===== src/rtl/ber_test_ctrl.sv =====
// PRBS7 BER test sequencer: aligner reset/lock with timeout and retry, settle interval,
// then a counted measurement window with saturating frame and error totals.
module ber_test_ctrl #(
    parameter int unsigned RST_CYC       = 16,
    parameter int unsigned ALIGN_TIMEOUT = 4096,
    parameter int unsigned SETTLE_CYC    = 64,
    parameter int unsigned RETRY_MAX     = 8,
    parameter int unsigned ERR_W         = 7,
    parameter int unsigned TOT_W         = 48
) (
    input  logic             clk_i,
    input  logic             reset_n_i,
    input  logic             start_i,
    input  logic             stop_i,
    input  logic [TOT_W-1:0] window_len_i,
    input  logic             aligned_i,
    input  logic [ERR_W-1:0] err_cnt_in_i,
    output logic             align_rst_o,
    output logic [2:0]       state_o,
    output logic             busy_o,
    output logic             done_o,
    output logic             fail_o,
    output logic [TOT_W-1:0] frames_cnt_o,
    output logic [TOT_W-1:0] err_total_o,
    output logic             err_sat_o,
    output logic [7:0]       relock_cnt_o,
    output logic [7:0]       retry_cnt_o
);

    localparam int unsigned TMR_M1  = (RST_CYC > SETTLE_CYC) ? RST_CYC : SETTLE_CYC;
    localparam int unsigned TMR_MAX = (ALIGN_TIMEOUT > TMR_M1) ? ALIGN_TIMEOUT : TMR_M1;
    localparam int unsigned TMR_W   = (TMR_MAX > 2) ? $clog2(TMR_MAX) : 1;
    localparam int unsigned SUM_W   = TOT_W + 1;

    typedef enum logic [2:0] {
        S_IDLE      = 3'd0,
        S_ALIGN_RST = 3'd1,
        S_WAIT_LOCK = 3'd2,
        S_SETTLE    = 3'd3,
        S_MEASURE   = 3'd4,
        S_DONE      = 3'd5,
        S_FAIL      = 3'd6
    } state_e;

    state_e           state_q, state_d;
    logic [TMR_W-1:0] tmr_q, tmr_d;
    logic [TOT_W-1:0] window_q, window_d;
    logic [TOT_W-1:0] frames_q, frames_d;
    logic [TOT_W-1:0] err_total_q, err_total_d;
    logic             err_sat_q, err_sat_d;
    logic [7:0]       relock_q, relock_d;
    logic [7:0]       retry_q, retry_d;
    logic             align_rst_q, align_rst_d;
    logic             busy_q, busy_d;
    logic             done_q, done_d;
    logic             fail_q, fail_d;

    logic             busy_c;
    logic             start_ok_c;
    logic             count_c;
    logic             win_hit_c;
    logic [TOT_W-1:0] frames_inc_c;
    logic [SUM_W-1:0] err_sum_c;
    logic [7:0]       retry_inc_c;

    assign busy_c       = (state_q == S_ALIGN_RST) || (state_q == S_WAIT_LOCK) ||
                          (state_q == S_SETTLE)    || (state_q == S_MEASURE);
    assign start_ok_c   = start_i && ((state_q == S_IDLE) || (state_q == S_DONE) ||
                                      (state_q == S_FAIL));
    assign count_c      = (state_q == S_MEASURE) && aligned_i;
    assign frames_inc_c = (&frames_q) ? frames_q : frames_q + TOT_W'(1);
    assign win_hit_c    = (window_q != '0) && (frames_inc_c == window_q);
    assign err_sum_c    = {1'b0, err_total_q} + SUM_W'(err_cnt_in_i);
    assign retry_inc_c  = retry_q + 8'd1;

    // State register
    always_ff @(posedge clk_i or negedge reset_n_i) begin
        if (!reset_n_i) begin
            state_q <= S_IDLE;
        end else begin
            state_q <= state_d;
        end
    end

    // Next-state logic; stop overrides every other busy-state transition
    always_comb begin
        state_d = state_q;
        case (state_q)
            S_IDLE, S_DONE, S_FAIL: begin
                if (start_i) state_d = S_ALIGN_RST;
            end
            S_ALIGN_RST: begin
                if (tmr_q == TMR_W'(RST_CYC - 1)) state_d = S_WAIT_LOCK;
            end
            S_WAIT_LOCK: begin
                if (aligned_i) begin
                    state_d = S_SETTLE;
                end else if (tmr_q == TMR_W'(ALIGN_TIMEOUT - 1)) begin
                    state_d = (retry_inc_c == 8'(RETRY_MAX)) ? S_FAIL : S_ALIGN_RST;
                end
            end
            S_SETTLE: begin
                if (!aligned_i) begin
                    state_d = S_ALIGN_RST;
                end else if (tmr_q == TMR_W'(SETTLE_CYC - 1)) begin
                    state_d = S_MEASURE;
                end
            end
            S_MEASURE: begin
                if (!aligned_i) begin
                    state_d = S_ALIGN_RST;
                end else if (win_hit_c) begin
                    state_d = S_DONE;
                end
            end
            default: state_d = S_IDLE;
        endcase
        if (busy_c && stop_i) state_d = S_DONE;
    end

    // Output / datapath next values
    always_comb begin
        tmr_d       = tmr_q;
        window_d    = window_q;
        frames_d    = frames_q;
        err_total_d = err_total_q;
        err_sat_d   = err_sat_q;
        relock_d    = relock_q;
        retry_d     = retry_q;
        align_rst_d = (state_d == S_ALIGN_RST);
        busy_d      = (state_d inside {S_ALIGN_RST, S_WAIT_LOCK, S_SETTLE, S_MEASURE});
        done_d      = (state_d == S_DONE);
        fail_d      = (state_d == S_FAIL);

        // One shared timer: restarts on every state change
        if (state_d != state_q) begin
            tmr_d = '0;
        end else if (busy_c && (state_q != S_MEASURE)) begin
            tmr_d = tmr_q + TMR_W'(1);
        end

        if (start_ok_c) begin
            window_d    = window_len_i;
            frames_d    = '0;
            err_total_d = '0;
            err_sat_d   = 1'b0;
            relock_d    = '0;
            retry_d     = '0;
        end

        if (count_c) begin
            frames_d = frames_inc_c;
            if (err_sum_c[TOT_W] || (&err_sum_c[TOT_W-1:0])) begin
                err_total_d = '1;
                err_sat_d   = 1'b1;
            end else begin
                err_total_d = err_sum_c[TOT_W-1:0];
            end
        end

        if (((state_q == S_SETTLE) || (state_q == S_MEASURE)) &&
            (state_d == S_ALIGN_RST) && (relock_q != 8'hFF)) begin
            relock_d = relock_q + 8'd1;
        end

        if ((state_q == S_WAIT_LOCK) &&
            ((state_d == S_ALIGN_RST) || (state_d == S_FAIL))) begin
            retry_d = retry_inc_c;
        end
    end

    // Datapath and output registers
    always_ff @(posedge clk_i or negedge reset_n_i) begin
        if (!reset_n_i) begin
            tmr_q       <= '0;
            window_q    <= '0;
            frames_q    <= '0;
            err_total_q <= '0;
            err_sat_q   <= 1'b0;
            relock_q    <= '0;
            retry_q     <= '0;
            align_rst_q <= 1'b0;
            busy_q      <= 1'b0;
            done_q      <= 1'b0;
            fail_q      <= 1'b0;
        end else begin
            tmr_q       <= tmr_d;
            window_q    <= window_d;
            frames_q    <= frames_d;
            err_total_q <= err_total_d;
            err_sat_q   <= err_sat_d;
            relock_q    <= relock_d;
            retry_q     <= retry_d;
            align_rst_q <= align_rst_d;
            busy_q      <= busy_d;
            done_q      <= done_d;
            fail_q      <= fail_d;
        end
    end

    assign state_o      = state_q;
    assign align_rst_o  = align_rst_q;
    assign busy_o       = busy_q;
    assign done_o       = done_q;
    assign fail_o       = fail_q;
    assign frames_cnt_o = frames_q;
    assign err_total_o  = err_total_q;
    assign err_sat_o    = err_sat_q;
    assign relock_cnt_o = relock_q;
    assign retry_cnt_o  = retry_q;

endmodule


===== config.mk =====
export PLATFORM = sky130hd
export DESIGN_NAME = ber_test_ctrl
export DESIGN_NICKNAME = d
export VERILOG_FILES = /design/src/rtl/ber_test_ctrl.sv
export SDC_FILE = /design/constraint.sdc
export NUM_CORES = 1
export LEC_CHECK = 0
export ABC_AREA = 1
export ABC_CLOCK_PERIOD_IN_PS = 2800
export BUFFER_PORTS_ARGS = -buffer_cell sky130_fd_sc_hd__clkbuf_2
export CORE_UTILIZATION = 37
export CTS_BUF_LIST = sky130_fd_sc_hd__clkbuf_2 sky130_fd_sc_hd__clkbuf_4 sky130_fd_sc_hd__clkbuf_8
export CTS_CLUSTER_DIAMETER = 100
export DETAILED_ROUTE_END_ITERATION = 12
export PLACE_DENSITY_LB_ADDON = 0.2
export SYNTH_ARGS = -nofsm -noshare
export SYNTH_HDL_FRONTEND = slang
export SYNTH_SLANG_ARGS = --single-unit
export TNS_END_PERCENT = 1

===== constraint.sdc =====
create_clock -name clk_i -period 2.8 [get_ports clk_i]
set_input_delay 0.42 -clock clk_i [delete_from_list [all_inputs] [get_ports clk_i]]
set_output_delay 0.42 -clock clk_i [all_outputs]
set_load 0.005 [all_outputs]

; ---- Yosys cells after proc, flatten, opt, wreduce, memory -nomap -nowiden
; Cells that the tools add are included.
[totals]
word_cells = 87
register_bits = 180
output_inout_bits = 120
input_bits = 60
[op_classes]
n_mux = 24
addsub = 5
reduce_logical = 26
n_eq_ne = 20
[op_table]
columns = op, n
row1 = $mux 48, 5
row2 = $reduce_and 48->1, 2
row3 = $add 48x7->49, 1
row4 = $add 48x1->48 const B, 1
row5 = $eq 48x48->1, 1
row6 = $reduce_bool 48->1, 1
row7 = $mux 3, 10
row8 = $mux 12, 2
row9 = $mux 8, 3
row10 = $eq 3x3->1 const B, 6
row11 = $add 8x1->8 const B, 2
row12 = $pmux 3 s5, 1
row13 = $add 12x1->12 const B, 1
row14 = $eq 12x12->1 const B, 1
row15 = $eq 12x4->1 const B, 1
row16 = $eq 12x6->1 const B, 1
row17 = $eq 3x2->1 const B, 4
row18 = $eq 8x4->1 const B, 1
row19 = $logic_and 1x1->1, 8
row20 = $logic_or 1x1->1, 8
row21 = $ne 8x8->1 const B, 1
row22 = $reduce_bool 2->1, 4
row23 = $eq 3x1->1 const B, 2
row24 = $reduce_bool 4->1, 1
row25 = 5 further kinds, 7

; ---- Longest topological paths before layout
[logic_depth]
depth_word = 12
ltp_mapped = 24
mapped_depth_nobuf = 24

; ---- Least setup slack after synthesis
; Ideal clock, no wire load.
[synth_path]
path_type = input to register
start = input port err_cnt_in_i[2]
end = register err_total_q[27] (netlist: err_total_o[27])
path_stages = 22
t_required_ns = 2.734
arrival_time_ns = 2.837
setup_slack_ns = -0.102
setup_time_ns = 0.066
path_buffers = 2
cell_sequence = ha_1 nand3_1 nand3_2 a21oi_1 o21ai_2 nand3_2 nor2_2 nand2_2 nor2_2 nand2_1 xor2_1 nor2_1 nand2_1 nor2_1 nand2_1 nor2_2 nand3_1 buf_6 buf_6 nand3_1 nand2_1 nand2_1
[synth_between]
elab_chain_len = 5
[synth_lines]
columns = element, line
row1 = from (decl), 17  ; input logic [ERR_W-1:0] err_cnt_in_i,
row2 = $add 48x7->49 (*), 73  ; assign err_sum_c = {1'b0, err_total_q} + SUM_W'(err_cnt_in_i);
row3 = $reduce_and 48->1, 153  ; if (err_sum_c[TOT_W] || (&err_sum_c[TOT_W-1:0])) begin
row4 = $logic_or 1x1->1, 153
row5 = $mux 48 (*), 153
row6 = $mux 48 (*), 151  ; if (count_c) begin
row7 = to (signal assigned), 190  ; err_total_q <= err_total_d;
row8 = to (decl), 49  ; logic [TOT_W-1:0] err_total_q, err_total_d;
; Mark *: on every way between the ends. The rest lies on a longest branch, timed or not.
; A chain may end at the register's enable or synchronous reset.

; ---- Worst setup path in the final report
[layout_path]
start = register frames_q[35] (netlist: frames_cnt_o[35])
end = register tmr_q[5]
[layout_between]
elab_chain_len = 10
word_cells_on_any_way = 12
cone_classes = 1 x add/sub / 2 x eq/ne / 6 x mux / 3 x reduce/logical
[layout_lines]
columns = element, line
row1 = from (decl), 48  ; logic [TOT_W-1:0] frames_q, frames_d;
row2 = from (signal assigned), 189  ; frames_q <= frames_d;
row3 = $add 48x1->48 / $reduce_and 48->1 (equally long branches), 71  ; assign frames_inc_c = (&frames_q) ? frames_q : frames_q + TOT_W'(1);
row4 = $mux 48 (*), 71
row5 = $eq 48x48->1 (*), 72  ; assign win_hit_c = (window_q != '0) && (frames_inc_c == window_q);
row6 = $logic_and 1x1->1 (*), 72
row7 = $mux 3 (*), 112  ; end else if (win_hit_c) begin
row8 = $mux 3 (*), 110  ; if (!aligned_i) begin
row9 = $pmux 3 s5 (*), 88  ; case (state_q)
row10 = $mux 3 (*), 118  ; if (busy_c && stop_i) state_d = S_DONE;
row11 = named net state_d[0], 45  ; state_e state_q, state_d;
row12 = $ne 3x3->1 (*), 136  ; if (state_d != state_q) begin
row13 = $mux 12 / $reduce_bool 2->1 (equally long branches), n/a
row14 = to (signal assigned), 187  ; tmr_q <= tmr_d;
row15 = to (decl), 46  ; logic [TMR_W-1:0] tmr_q, tmr_d;
; Mark *: on every way through the listed nets, which the timed path passes. The rest lies on a longest branch.

==> results.yml <==
run_status:
  run_status: "complete, but fails checks"
  violations: "setup timing"
worst_setup_path:
  required_ns: 3.21
  crit_path_frequent_cell: "nand2_1"
  cp-end-kind: "flip-flop"
  crit_path_start: "frames_cnt_o[35]$_DFFE_PN0P_"
  start_kind: "flip-flop"
  critical-path-top-delay-family: "simple AND/OR/NAND/NOR gates"
  crit_buf_inv: 7
  crit_fanout: 12
  r2r-start: "frames_cnt_o[35]$_DFFE_PN0P_"
  slowest_delay_ns: 0.37
  crit_chain: "nand2_1 > nor2_1 > nand2_1 > nor2_2 > buf_4 > nand3_4 > buf_12 > nand2_1 > inv_2 > buf_4 > o22ai_1 > nor2_1 > nand2_1 > nor2_1 > buf_4 > nand3_1 > o21bai_1 > nand2_1 > nand2_2 > buf_4 > nand2_1 > nand4_1 > buf_12 > nor3b_1"
  slowest_stage: "dfrtp_1"
  crit_type: "flip-flop to flip-flop"
  ff2ff_setup_slack_ns: -0.37
  crit_arrival_ns: 3.58
route:
  postRouteAntennaNets: 0
  viasPerCell: 4.897
  wl_per_cell_um: 15.60
  drt_iter0_drc: 1034
  finalWirelength_um: 43430
  drt-pass1-iter-count: 6
  post-route-drc-count: 0
  vias: 13634
global_routing:
  grt_max_degree: 91
  grt_remaining_overflow: 0
  antenna_found_initial: 1
  grt_pass1_vias: 13174
  grt_pass1_wl_um: 68410
  grt_use_total: 0.2615
die:
  die_area_sq_um: 33600
  pin_count: 180
  fp.dieH_um: 183.3
  fp-row-count: 66
  die_x_um: 183.3
  design.core.area_sq_um: 32450
  initial_core_util: 0.3748
clocking:
  cts_root_buf: "clkbuf_8"
  cts_sinks: 180
  clkLatencyLatePin_ns: 0.51
  cts_made_buffers: 17
  htree_levels: 4
  cts_tree: "done"
  path_clk_slew_ns: 0.11
  clk_path_buf_depth: 2
sta:
  timing.fmax_mhz: 315.6
  slew_violations: 0
  final-hold-violation-count: 0
  fin_skew_ns: 0.02241
  rsz0062_at_grt: "true"
  relSlewSlack: 0.5557
  fin_ws_ns: -0.3686
  fin_crit_ns: 3.169
  period_share: 1.132
  worst_pin_slew_ns: 0.6664
  finalSetupViolations: 79
yosys:
  synthCells: 1846
  ys_top_cells_by_area: "dfrtp_1 37%, nand2_1 21%, nand3_1 7.2%, nor2_1 6.3%, inv_1 5.9%"
  ys_seq_area_frac: 0.3703
  yosys_warnings: 0
  yosysTopAreaCell: "dfrtp_1"
  avgSynthCellArea_sq_um: 6.589
  synth_top_area_share: 0.3703
  syn-cell-area_sq_um: 12160
  synth_nets: 1918
  synth.distinct_cells: 45
  synth-seq-cells: 180
hold_path:
  hold_path.class: "input port to flip-flop"
  hp-start: "window_len_i[7]"
final_layout:
  fin_cells: 2784
  design_area_sq_um: 16620
  layout-drive-gt1-share: 0.2683
  nets: 2401
  areaGrowthSynthToFinish_pct: 36.63
placement:
  numPortBuffers: 179
  dp.cells: 2744
  dpl_worst_slack_ns: -0.4702
  dp_hpwl_um: 33840
  gp_congestion: 0.9446
  dpl_cell_area_sq_um: 15980
pwr:
  seq_power_share: 0.501
  switching_share: 0.3189
  p_int_w: 0.004014
  pwr-share-comb: 0.164
  p_switching_w: 0.001879
  report.power.total_w: 0.005893
  p_leak_nw: 8.709
  ir_worst_vdd_mv: 0.3304
  pwr_density_cell_nw_per_um2: 354.6
  clockPowerShare: 0.335
run:
  drv_cap: 0
[final cells by class]
cell class              instances  area [sq um]
inverters                     201         754.5
multi-input cells            1412          6819
well taps                     442         553.0
fillers                      3363         15830
clock buffers                  19         261.5
repair buffers                517          3578
diodes                          1         2.502
flip-flops and latches        180          4506
clock inverters                12         145.1
[worst paths after layout]
path	end	cells past startpoint
max	tmr_q[5]$_DFFE_PN0P_	24
min	window_q[7]$_DFFE_PN0P_	3
max reg2reg	tmr_q[5]$_DFFE_PN0P_	24
min reg2reg	err_total_o[47]$_DFFE_PN0P_	2
max in group asynchronous	retry_cnt_o[5]$_DFFE_PN0P_	3
min in group asynchronous	frames_cnt_o[25]$_DFFE_PN0P_	2
[power by group through the flow]
| stage | combinational [W] | sequential (W) | clock [W] |
|---|---|---|---|
| after floorplan | 0.000577 | 0.00295 | 0 |
| after global placement | 0.000941 | 0.00300 | 0 |
| after detailed placement | 0.000958 | 0.00300 | 0 |
| after CTS | 0.000971 | 0.00295 | 0.00202 |
| after global routing | 0.00111 | 0.00297 | 0.00212 |
| final | 0.000967 | 0.00295 | 0.00197 |
[worst reg2reg max path: stages, from the launching register on]
cell and delay (ns):
dfrtp_1 0.37, nand2_1 0.09, nor2_1 0.16, nand2_1 0.10, nor2_2 0.16, buf_4 0.15, nand3_4 0.13, buf_12 0.19
nand2_1 0.07, inv_2 0.04, buf_4 0.12, o22ai_1 0.11, nor2_1 0.07, nand2_1 0.06, nor2_1 0.04, buf_4 0.15
nand3_1 0.10, o21bai_1 0.07, nand2_1 0.11, nand2_2 0.10, buf_4 0.14, nand2_1 0.04, nand4_1 0.13, buf_12 0.18
nor3b_1 0.18
[through the flow]
stage | setup TNS [ns] | hold WS [ns] | util
after global routing | -44.10 | 0.08401 | 0.5120
after floorplan | -3.053 | 0.1244 | -
final | -23.95 | 0.09935 | 0.5121
after global placement | -32.45 | 0.5076 | 0.4924
after detailed placement | -32.24 | 0.5062 | 0.4924
after CTS | -22.93 | 0.07339 | 0.5071
[registers in the layout (all words and copies together), names as in the netlist]
signal and count:
align_rst_o 1, busy_o 1, done_o 1, err_sat_o 1, err_total_o 48, fail_o 1, frames_cnt_o 48, relock_cnt_o 8
retry_cnt_o 8, state_o 3, tmr_q 12, window_q 48
[cells in the final DEF, fill, tap and decap left out, types with 2 or more instances in the layout]
cell       count
or2_2          3
buf_12         9
nor2_1       181
nor2_2        25
o22ai_1        7
a21oi_1        8
o21bai_1       2
nand3b_1       8
nand4_1       50
nand3_4        2
clkbuf_2     178
nor2_4        12
clkbuf_8      20
xor2_1        64
nor4_1        15
a22o_1         5
ha_1          11
or3_1          2
xnor2_1       16
nand2_4        2
inv_6          3
nand2_2       11
a21oi_2        2
inv_1        191
bufinv_16      2
nor3_1        25
nand3_2        4
o2111ai_1      2
inv_2         10
buf_4        326
nand3_1      173
clkinv_4       4
o21ai_2        2
o21ai_0       90
dfrtp_1      179
nand2_1      676
[logic make-up (layout without fill, tap and decap cells)]
kind of cell,Yosys count,after routing,share of synthesized area
AOI/OAI and AO/OA,123,123,0.05524
adders and majority gates,12,12,0.01296
xor gates and xnor gates,81,81,0.05832
other,0,1,0
and+or+nand+nor,1196,1196,0.4202
DFF,180,180,0.3703
buffers and inverters,254,749,0.08301
[routing by layer]
layer	track usage	wire length (um)	vias to the layer above	part of all wire
met5	0	0	-	0
met4	0.08033	1020	0	0.023
met3	0.03753	2051	60	0.047
met2	0.4430	20680	350	0.48
met1	0.3435	19680	6395	0.45
li1	-	-	6829	-
[cells in the mapped netlist, drive strengths merged]
cell type / n
a21oi: 10
a221oi: 1
a22o: 5
a31o: 1
and2: 1
buf: 19
clkbuf: 34
clkinv: 1
dfrtp: 180
fa: 1
ha: 11
inv: 200
nand2: 690
nand3: 179
nand3b: 8
nand4: 51
nor2: 219
nor3: 26
nor3b: 1
nor4: 16
o2111ai: 2
o211ai: 1
o21a: 1
o21ai: 93
o21bai: 2
o22ai: 7
or2: 3
or3: 2
xnor2: 16
xor2: 65
[what timing repair did]
| item | CTS | global route |
|---|---|---|
| endpoints found under the hold margin | 65 | 0 |
| setup buffers | 1 | 5 |
| gates cloned | 0 | 1 |
| hold buffers | 1 | 0 |
| pin swaps | 2 | 7 |
| gates resized for setup | 16 | 29 |
| endpoints found under the setup margin | 81 | 81 |
No activity file was read; power rests on OpenSTA's default activity.
